$ cat config.mk
export PLATFORM = sky130hd
export DESIGN_NAME = jts16_bank_sched
export DESIGN_NICKNAME = d
export VERILOG_FILES = /design/src/rtl/jts16_bank_sched.sv
export SDC_FILE = /design/constraint.sdc
export NUM_CORES = 1
export LEC_CHECK = 0
export ABC_AREA = 1
export CAP_MARGIN = 20
export CORE_MARGIN = 2
export CORE_UTILIZATION = 28
export CTS_BUF_LIST = sky130_fd_sc_hd__clkbuf_4 sky130_fd_sc_hd__clkbuf_8 sky130_fd_sc_hd__clkbuf_16
export DETAILED_ROUTE_END_ITERATION = 7
export SLEW_MARGIN = 25
export SYNTH_ARGS = -nofsm -noshare
export SYNTH_HDL_FRONTEND = slang
export SYNTH_SLANG_ARGS = --single-unit
$ cat constraint.sdc
create_clock -name clk -period 2.2 [get_ports clk]
set_clock_uncertainty 0.2 [all_clocks]
set_input_delay 0.22 -clock clk [delete_from_list [all_inputs] [get_ports clk]]
set_output_delay 0.22 -clock clk [all_outputs]
set_load 0.1 [all_outputs]
$ cat src/rtl/jts16_bank_sched.sv
// jts16_bank_sched: four-bank SDRAM request scheduler with auto-refresh insertion
// and in-order completion routing back to the issuing bank.
// Optional macro JTS16_BA0_PRIO_EN: bank 0 gets fixed priority, round-robin over banks 1-3.
module jts16_bank_sched #(
  parameter int OUTSTANDING = 2,
  parameter int REF_PERIOD  = 390
) (
  input  logic        clk,
  input  logic        rst,
  input  logic [21:0] ba0_addr,
  input  logic        ba0_rd,
  input  logic        ba0_wr,
  input  logic [15:0] ba0_din,
  input  logic [1:0]  ba0_din_m,
  input  logic [21:0] ba1_addr,
  input  logic [21:0] ba2_addr,
  input  logic [21:0] ba3_addr,
  input  logic        ba1_rd,
  input  logic        ba2_rd,
  input  logic        ba3_rd,
  output logic        ba0_ack,
  output logic        ba1_ack,
  output logic        ba2_ack,
  output logic        ba3_ack,
  output logic        ba0_rdy,
  output logic        ba1_rdy,
  output logic        ba2_rdy,
  output logic        ba3_rdy,
  input  logic        refresh_en,
  output logic        cmd_req,
  output logic [1:0]  cmd_ba,
  output logic [21:0] cmd_addr,
  output logic        cmd_wr,
  output logic        cmd_ref,
  output logic [15:0] cmd_din,
  output logic [1:0]  cmd_mask,
  input  logic        cmd_gnt,
  input  logic        core_rdy,
  output logic        spurious
);

  localparam int REF_W = (REF_PERIOD > 1) ? $clog2(REF_PERIOD) : 1;
  localparam logic [REF_W-1:0] REF_LAST = REF_W'(REF_PERIOD - 1);
  localparam logic [2:0] OUT_MAX = 3'(OUTSTANDING);

  typedef enum logic {S_IDLE, S_ISSUE} state_t;

  state_t      state_q;
  logic        cmd_req_q;
  logic [1:0]  cmd_ba_q;
  logic [21:0] cmd_addr_q;
  logic        cmd_wr_q;
  logic        cmd_ref_q;
  logic [15:0] cmd_din_q;
  logic [1:0]  cmd_mask_q;
  logic [3:0]  ack_q;
  logic [1:0]  last_q;

  logic [3:0]  rdy_q;
  logic        spurious_q;
  logic [1:0]  tag_mem_q [4];
  logic [1:0]  wr_ptr_q;
  logic [1:0]  rd_ptr_q;
  logic [2:0]  cnt_q;
  logic [2:0]  cnt_d;

  logic [REF_W-1:0] ref_cnt_q;
  logic [REF_W-1:0] ref_cnt_d;
  logic [1:0]  ref_pend_q;
  logic [1:0]  ref_pend_d;

  logic [3:0]  req_vec;
  logic [3:0]  elig;
  logic        room;
  logic        pick_vld;
  logic [1:0]  pick_ba;
  logic [1:0]  cand;
  logic [21:0] pick_addr;
  logic        ref_tick;
  logic        ref_gnt;
  logic        ref_ok;
  logic        ref_urgent;
  logic        tag_push;
  logic        tag_pop;

  // A bank whose ack is pulsing this cycle is still holding its old request
  assign req_vec = {ba3_rd, ba2_rd, ba1_rd, ba0_rd | ba0_wr};
  assign room    = cnt_q < OUT_MAX;
  assign elig    = req_vec & ~ack_q & {4{room}};

  assign ref_tick   = (ref_cnt_q == REF_LAST);
  assign ref_gnt    = (state_q == S_ISSUE) && cmd_gnt && cmd_ref_q;
  assign tag_push   = (state_q == S_ISSUE) && cmd_gnt && !cmd_ref_q;
  assign tag_pop    = core_rdy && (cnt_q != 3'd0);
  // Refresh needs an idle core; urgency is only meaningful while refresh is allowed,
  // otherwise banks would starve for the whole active display period
  assign ref_ok     = refresh_en && (ref_pend_q != 2'd0) && (cnt_q == 3'd0);
  assign ref_urgent = refresh_en && (ref_pend_q == 2'd3);

  // Round-robin search starting just after the last granted bank
  always_comb begin
    pick_vld = 1'b0;
    pick_ba  = 2'd0;
    cand     = last_q;
`ifdef JTS16_BA0_PRIO_EN
    if (elig[0]) begin
      pick_vld = 1'b1;
      pick_ba  = 2'd0;
    end
    for (int i = 0; i < 3; i++) begin
      cand = (cand == 2'd3) ? 2'd1 : cand + 2'd1;
      if (!pick_vld && elig[cand]) begin
        pick_vld = 1'b1;
        pick_ba  = cand;
      end
    end
`else
    for (int i = 0; i < 4; i++) begin
      cand = cand + 2'd1;
      if (!pick_vld && elig[cand]) begin
        pick_vld = 1'b1;
        pick_ba  = cand;
      end
    end
`endif
  end

  // Address of the selected bank
  always_comb begin
    pick_addr = ba0_addr;
    case (pick_ba)
      2'd0: pick_addr = ba0_addr;
      2'd1: pick_addr = ba1_addr;
      2'd2: pick_addr = ba2_addr;
      2'd3: pick_addr = ba3_addr;
    endcase
  end

  // Command FSM: latch a source in IDLE, hold it stable in ISSUE until granted
  always_ff @(posedge clk) begin
    if (rst) begin
      state_q    <= S_IDLE;
      cmd_req_q  <= 1'b0;
      cmd_ba_q   <= 2'd0;
      cmd_addr_q <= 22'd0;
      cmd_wr_q   <= 1'b0;
      cmd_ref_q  <= 1'b0;
      cmd_din_q  <= 16'd0;
      cmd_mask_q <= 2'd0;
      ack_q      <= 4'd0;
      last_q     <= 2'd3;
    end else begin
      ack_q <= 4'd0;
      case (state_q)
        S_IDLE: begin
          if (ref_ok && (ref_urgent || !pick_vld)) begin
            state_q   <= S_ISSUE;
            cmd_req_q <= 1'b1;
            cmd_ref_q <= 1'b1;
            cmd_wr_q  <= 1'b0;
          end else if (pick_vld && !ref_urgent) begin
            state_q    <= S_ISSUE;
            cmd_req_q  <= 1'b1;
            cmd_ref_q  <= 1'b0;
            cmd_ba_q   <= pick_ba;
            cmd_addr_q <= pick_addr;
            cmd_wr_q   <= (pick_ba == 2'd0) && ba0_wr;
            cmd_din_q  <= ba0_din;
            cmd_mask_q <= ba0_din_m;
`ifdef JTS16_BA0_PRIO_EN
            if (pick_ba != 2'd0) last_q <= pick_ba;
`else
            last_q <= pick_ba;
`endif
          end
        end
        S_ISSUE: begin
          if (cmd_gnt) begin
            state_q   <= S_IDLE;
            cmd_req_q <= 1'b0;
            if (!cmd_ref_q) ack_q[cmd_ba_q] <= 1'b1;
          end
        end
      endcase
    end
  end

  // Refresh period counter and saturating credit count
  always_comb begin
    ref_cnt_d  = ref_tick ? '0 : ref_cnt_q + REF_W'(1);
    ref_pend_d = ref_pend_q;
    if (ref_tick && !ref_gnt && (ref_pend_q != 2'd3)) ref_pend_d = ref_pend_q + 2'd1;
    else if (!ref_tick && ref_gnt) ref_pend_d = ref_pend_q - 2'd1;
  end

  // Refresh state registers
  always_ff @(posedge clk) begin
    if (rst) begin
      ref_cnt_q  <= '0;
      ref_pend_q <= 2'd0;
    end else begin
      ref_cnt_q  <= ref_cnt_d;
      ref_pend_q <= ref_pend_d;
    end
  end

  // Occupancy of the in-order tag FIFO
  always_comb begin
    cnt_d = cnt_q;
    case ({tag_push, tag_pop})
      2'b10:   cnt_d = cnt_q + 3'd1;
      2'b01:   cnt_d = cnt_q - 3'd1;
      default: cnt_d = cnt_q;
    endcase
  end

  // Tag FIFO: remember the bank of each granted access, route core_rdy back to it
  always_ff @(posedge clk) begin
    if (rst) begin
      for (int i = 0; i < 4; i++) tag_mem_q[i] <= 2'd0;
      wr_ptr_q   <= 2'd0;
      rd_ptr_q   <= 2'd0;
      cnt_q      <= 3'd0;
      rdy_q      <= 4'd0;
      spurious_q <= 1'b0;
    end else begin
      rdy_q <= 4'd0;
      if (tag_push) begin
        tag_mem_q[wr_ptr_q] <= cmd_ba_q;
        wr_ptr_q            <= wr_ptr_q + 2'd1;
      end
      if (tag_pop) begin
        rdy_q[tag_mem_q[rd_ptr_q]] <= 1'b1;
        rd_ptr_q                   <= rd_ptr_q + 2'd1;
      end
      if (core_rdy && (cnt_q == 3'd0)) spurious_q <= 1'b1;
      cnt_q <= cnt_d;
    end
  end

  assign cmd_req  = cmd_req_q;
  assign cmd_ba   = cmd_ba_q;
  assign cmd_addr = cmd_addr_q;
  assign cmd_wr   = cmd_wr_q;
  assign cmd_ref  = cmd_ref_q;
  assign cmd_din  = cmd_din_q;
  assign cmd_mask = cmd_mask_q;
  assign ba0_ack  = ack_q[0];
  assign ba1_ack  = ack_q[1];
  assign ba2_ack  = ack_q[2];
  assign ba3_ack  = ack_q[3];
  assign ba0_rdy  = rdy_q[0];
  assign ba1_rdy  = rdy_q[1];
  assign ba2_rdy  = rdy_q[2];
  assign ba3_rdy  = rdy_q[3];
  assign spurious = spurious_q;

endmodule

### Word-level counts from Yosys, hierarchy flattened

Memories as Yosys holds them, arrays and structs flattened. A register that Yosys moved wholly into a read port is not among the register bits.
Index checks and enable logic that the tools add are counted.
W data, S select, Z words.

* bits in registers: 75
* RAM bits: 8
* word-level logic and storage cells: 144
* memories kept: 1
* output and inout bits: 54
* input port bits: 116

* $lt $le $gt $ge: 9
* bitwise operators: 8
* eq/ne operators: 10
* multiplexer cells: 46
* reduce and logical (&&, ||, !) cells: 42
* add/sub/neg operators: 11

Memories
* tag_mem_q: depth 4, width 2, read ports 1, clocked after memory_dff 1, write ports 4, RTL line 61 `logic [1:0] tag_mem_q [4];`

Operators by type and width (count)
* $pmux W22 S4: 1
* $mux W1: 26
* $mux W2: 10
* $logic_and A1 B1 Y1: 19
* $lt A2 B3 Y1 const B: 6
* $add A2 B1 Y2 const B: 7
* $add A9 B1 Y9 const B: 1
* $eq A9 B9 Y1 const B: 1
* $and A4 B4 Y4: 2
* $bmux W1 S2: 4
* $eq A2 B2 Y1 const B: 4
* $logic_not A1 Y1: 8
* $reduce_bool A2 Y1: 4
* $pmux W3 S2: 1
* $reduce_or A2 Y1: 3
* $demux W1 S2: 2
* $eq A2 B1 Y1 const B: 2
* $ge A2 B1 Y1 const B: 2
* $ne A2 B2 Y1 const B: 2
* $not A1 Y1: 4
* $not A4 Y4: 1
* $pmux W1 S2: 2
* $reduce_and A2 Y1: 2
* $reduce_or A4 Y1: 1
* 11 further kinds: 11

### Logic depth before layout (Yosys ltp)

* depth after elaboration: 20
* mapped depth: 15
* mapped depth without buffers: 14

### Worst setup path after synthesis

Ideal clock, no wire load.

* path kind: register to register
* start point: register ack_q[3]
* end point: register cmd_addr_q[12], in the netlist cmd_addr[12]
* setup slack: -0.400 ns
* arrival: 2.285 ns
* library setup time: 0.115 ns
* buffers on the path: 1
* period minus slack after synthesis: 2.600 ns
* stages on the path, launching flop included: 13
* required time: 1.885 ns
* path through: dfxtp_1 inv_1 nand4_1 nand3_1 nand2_2 nand3b_1 a21oi_4 buf_6 nand3b_1 nand2_1 inv_1 nand2_1 nand2_1

* cells in the longest elaborated chain, start to end: 20
* elaborated cells between the ends (all ways): 36
* classes of those cells: eq/ne (3); mux (17); bitwise (4); reduce/logical (12)

RTL lines
* start: declaration: RTL line 56 `logic [3:0] ack_q;`
* start signal: assignment: RTL line 150 `ack_q <= 4'd0;`
* start signal: assignment: RTL line 153 `ack_q <= 4'd0;`
* start signal: indexed assignment: RTL line 181 `if (!cmd_ref_q) ack_q[cmd_ba_q] <= 1'b1;`
* $not A4 Y4 *: RTL line 89 `assign elig = req_vec & ~ack_q & {4{room}};`
* $and A4 B4 Y4 * (2 in a row): RTL line 89
* parallel branches: the longest is 17 deep, another holds $bmux W1 S2
* end signal: assignment: RTL line 166 `cmd_addr_q <= pick_addr;`
* end: declaration: RTL line 51 `logic [21:0] cmd_addr_q;`

Every way passes the cells marked *. The select of a mux whose other input is x is not followed.
A chain may end at the register's enable or synchronous reset.

### Final worst setup path

* start point: register cnt_q[1]
* end point: register cmd_din_q[13], in the netlist cmd_din[13]

* cells in the longest elaborated chain, start to end: 19
* elaborated cells between the ends (all ways): 28
* classes of those cells: order compare (1); mux (12); bitwise (2); reduce/logical (13)

RTL lines
* start: declaration: RTL line 64 `logic [2:0] cnt_q;`
* start signal: assignment: RTL line 237 `cnt_q <= cnt_d;`
* $lt A3 B2 Y1: RTL line 88 `assign room = cnt_q < OUT_MAX;`
* $and A4 B4 Y4: RTL line 89
* $bmux W1 S2: RTL line 120 `if (!pick_vld && elig[cand]) begin`
* $mux W1 (implied by the code): RTL line 120
* $mux W1: RTL line 120
* $logic_not A1 Y1: RTL line 120
* $logic_and A1 B1 Y1: RTL line 120
* $mux W1: RTL line 120
* (+3 left out)
* $logic_not A1 Y1: RTL line 120
* $logic_and A1 B1 Y1: RTL line 120
* $mux W1: RTL line 120
* $logic_not A1 Y1: RTL line 156 `if (ref_ok && (ref_urgent || !pick_vld)) begin`
* $logic_or A1 B1 Y1: RTL line 156
* $logic_and A1 B1 Y1: RTL line 156
* $not A1 Y1 (no line)
* $reduce_and A3 Y1 (no line) *
* end signal: assignment: RTL line 168 `cmd_din_q <= ba0_din;`
* end: declaration: RTL line 54 `logic [15:0] cmd_din_q;`

Every way passes the cells marked *; elsewhere a longest branch is shown, timed or not. The select of a mux whose other input is x is not followed.

==> reports/qor.csv <==
metric;value;unit
commonest non-fill, non-tap cell in the layout;nand2_1;
Buf+Inv Stages, Crit Path;4;
crit-path max cell delay;0.35;ns
unrepaired setup endpoints after global routing;yes;
DRC violations left;0;
setup ws final;-0.0717;ns
cell row count;45;
Worst setup SP type;flip-flop;
power per cell area;1810;nW/um^2
total number of vias;4617;
die height;129;um
number of diodes;0;
Worst EP arrival;2.32;ns
#FFs+latches synth;85;
worst vdd ir;0.000917;V
Root Buffer;clkbuf_16;
Flop pwr share;16.9;%
yosys warns;0;
CTS Buf Count;9;
placed cell area;6350;sq um
Synth Cell Area;4340;sq um
initial antenna violation count;0;
clock slew at reported path FFs;0.06;ns
fin. max-slew vios;0;
antenna viol nets, final;0;
worst-margin pin slew;0.476;ns
Post-synth EDFFs;8;
Total Routing Usage GR;16.8;%
gp weighted congestion;0.859;
Syn Inst Count;626;
min-delay src;ba0_din_m[1];
NetSw;6.61;mW
DRT Pass-1 Iters;4;
Slew HR;67.9;%
H-tree Lvls;3;
vias per cell;4.50;
placed wire-length estimate;10100;um
grt total ovfl;0;
Hold Vio Cnt, Final;0;
CTS tree;yes;
most frequent cells in the layout;nand2_1, clkdlybuf4s50_1, buf_4;
share of cells above drive strength 1;20.9;%
switching share of power;52.0;%
status;finished with violations;
I/O pins;170;
Net Count, Synth;746;
Min-Delay Path Class;primary input to flip-flop;
average wire per standard cell;14.0;um
Core Box Area;15200;sq um
full die area;16500;sq um
max-cap viol count;0;
Initial Util;28.6;%
clk buf depth;2;
Critical Path Fanout Max;10;
Area Overhead vs Synth;61.9;%
pre-CTS WS;-0.527;ns
Pleak;3.23;nW
global-route wire length before repair;21700;um
highest clock rate;0.440;GHz
post-route minimum period;2.27;ns
Main synth FF type;dfxtp_1;
CP cell instances;nor2_4 -> buf_12 -> nand3_1 -> nand3_1 -> nand2_2 -> nand3_2 -> or2_4 -> nand3_4 -> nor2_4 -> buf_12 -> buf_4 -> clkbuf_16 -> nand2_1 -> nand2_1;
Buffers on Ports;169;
Power Internal;6.09;mW
clock group share of total power;11.3;%
final wirelength;14300;um
unique cell type count in the Yosys netlist;35;
CP max stage cell;dfxtp_2;
Final #Nets;952;
number of global-route vias before repair;4330;
Final Cycle Share;103;%
reg-to-reg slack, setup;-0.07;ns
Fillers;1555;
Post-Route Utilization;46.2;%
CP delay by family, top;simple AND/OR/NAND/NOR gates;
R2R Path Start;cnt_q[1];
worst setup path startpoint;cnt_q[1];
failing checks;negative setup slack;
Syn Area/Cell;6.94;sq um
drt initial violations;298;
Synth async-reset ratio;0;%
PnR Total Power;12.7;mW
Worst Path Class, Setup;flip-flop to flip-flop;
crit end category;flip-flop;
Critical Path RT;2.25;ns
# clock sinks;85;
largest net degree at the start of global routing;45;
post-synthesis sequential area ratio;41.0;%
Comb pwr share;71.8;%
worst skew pair latency;0.35;ns
Final Instance Area;7030;sq um
Setup violations, final;37;
die width;129;um
-- tightest hold or removal path: stages --
cell and delay, ns:
clkdlybuf4s50_1 0.39, nand2_1 0.06, nand2_1 0.04
-- power by group through the flow --
stage               Clock (mW)  Combinational (mW)  Sequential (mW)
finish                    1.44                9.11             2.15
global route              1.55                9.87             2.19
CTS                       1.48                8.08             2.15
detailed placement           0                7.55             2.16
global placement             0                7.55             2.17
floorplan                    0                3.79             3.99
-- flip-flops by register name, summed over array words and instances (netlist names), 2 cells and up, named ones only --
| name | count |
|---|---|
| cmd_addr | 22 |
| cmd_din | 16 |
| ref_cnt_q | 9 |
| tag_mem_q | 8 |
| ack_q | 4 |
| rdy_q | 4 |
| cnt_q | 3 |
| cmd_ba | 2 |
| cmd_mask | 2 |
| last_q | 2 |
| rd_ptr_q | 2 |
| ref_pend_q | 2 |
| wr_ptr_q | 2 |
-- timing repair --
| item | 4_1_cts | 5_1_grt |
|---|---|---|
| hold endpoints to repair | 0 | 0 |
| buffers inserted | 7 | 5 |
| hold buffers | 0 | 0 |
| setup endpoints to repair | 44 | 47 |
| pin swaps | 7 | 7 |
| cloned | 2 | 4 |
| gates resized for setup | 13 | 55 |
-- logic make-up after synthesis --
family,Yosys count,share of synthesized area (%)
compound gates,61,7.93
xor+xnor,4,0.980
fa+ha+maj,4,1.33
buf+inv,99,10.5
flops,85,41.0
simple gates,373,38.2
-- layout make-up --
class / count / area, sq um / area share (%)
inverter: 70 / 268 / 3.81
clock buffer: 10 / 233 / 3.31
sequential: 85 / 1800 / 25.6
multi-input combinational: 443 / 2240 / 31.8
tap: 188 / 235 / 3.35
clock inverter: 6 / 38.8 / 0.552
timing repair buffer: 223 / 2210 / 31.5
-- through the flow --
step	hold WS, ns	instances	setup TNS (ns)
final	0.208	1025	-1.09
after global routing	0.229	1025	-5.68
after CTS	0.199	1016	-0.132
after global placement	0.229	991	-18.50
after floorplan	0.130	626	0
after detailed placement	0.237	991	-18.95
-- Yosys cell counts (4+ instances only) --
cell,n,area share (%)
buf_6,6,1.6
edfxtp_1,8,5.5
buf_2,12,1.4
dfxtp_1,77,36
o21ai_0,33,3.8
inv_2,4,0.35
nand3_1,89,10
nand3b_1,23,4.0
nand2_1,202,17
nand4_1,8,1.2
nor3_1,7,0.81
nor2_1,35,3.0
a21oi_1,18,2.1
inv_1,65,5.6
buf_4,7,1.2
clkbuf_1,4,0.35
-- worst paths after layout --
check	cells after the start	to
worst min register to register	2	cmd_din[12]
worst max register to register	14	cmd_din[13]
worst min-delay path	3	cmd_mask[1]
worst max-delay path	14	cmd_din[13]
-- layer usage --
layer / global-route usage [%] / vias up / part of all wire, %
met2: 27.6 / 128 / 48
met3: 3.83 / 24 / 5.4
met5: 0 / - / 0
li1: - / 2431 / -
met1: 20.9 / 2034 / 44
met4: 7.74 / 0 / 2.7
No activity file was read; power rests on OpenSTA's default activity.
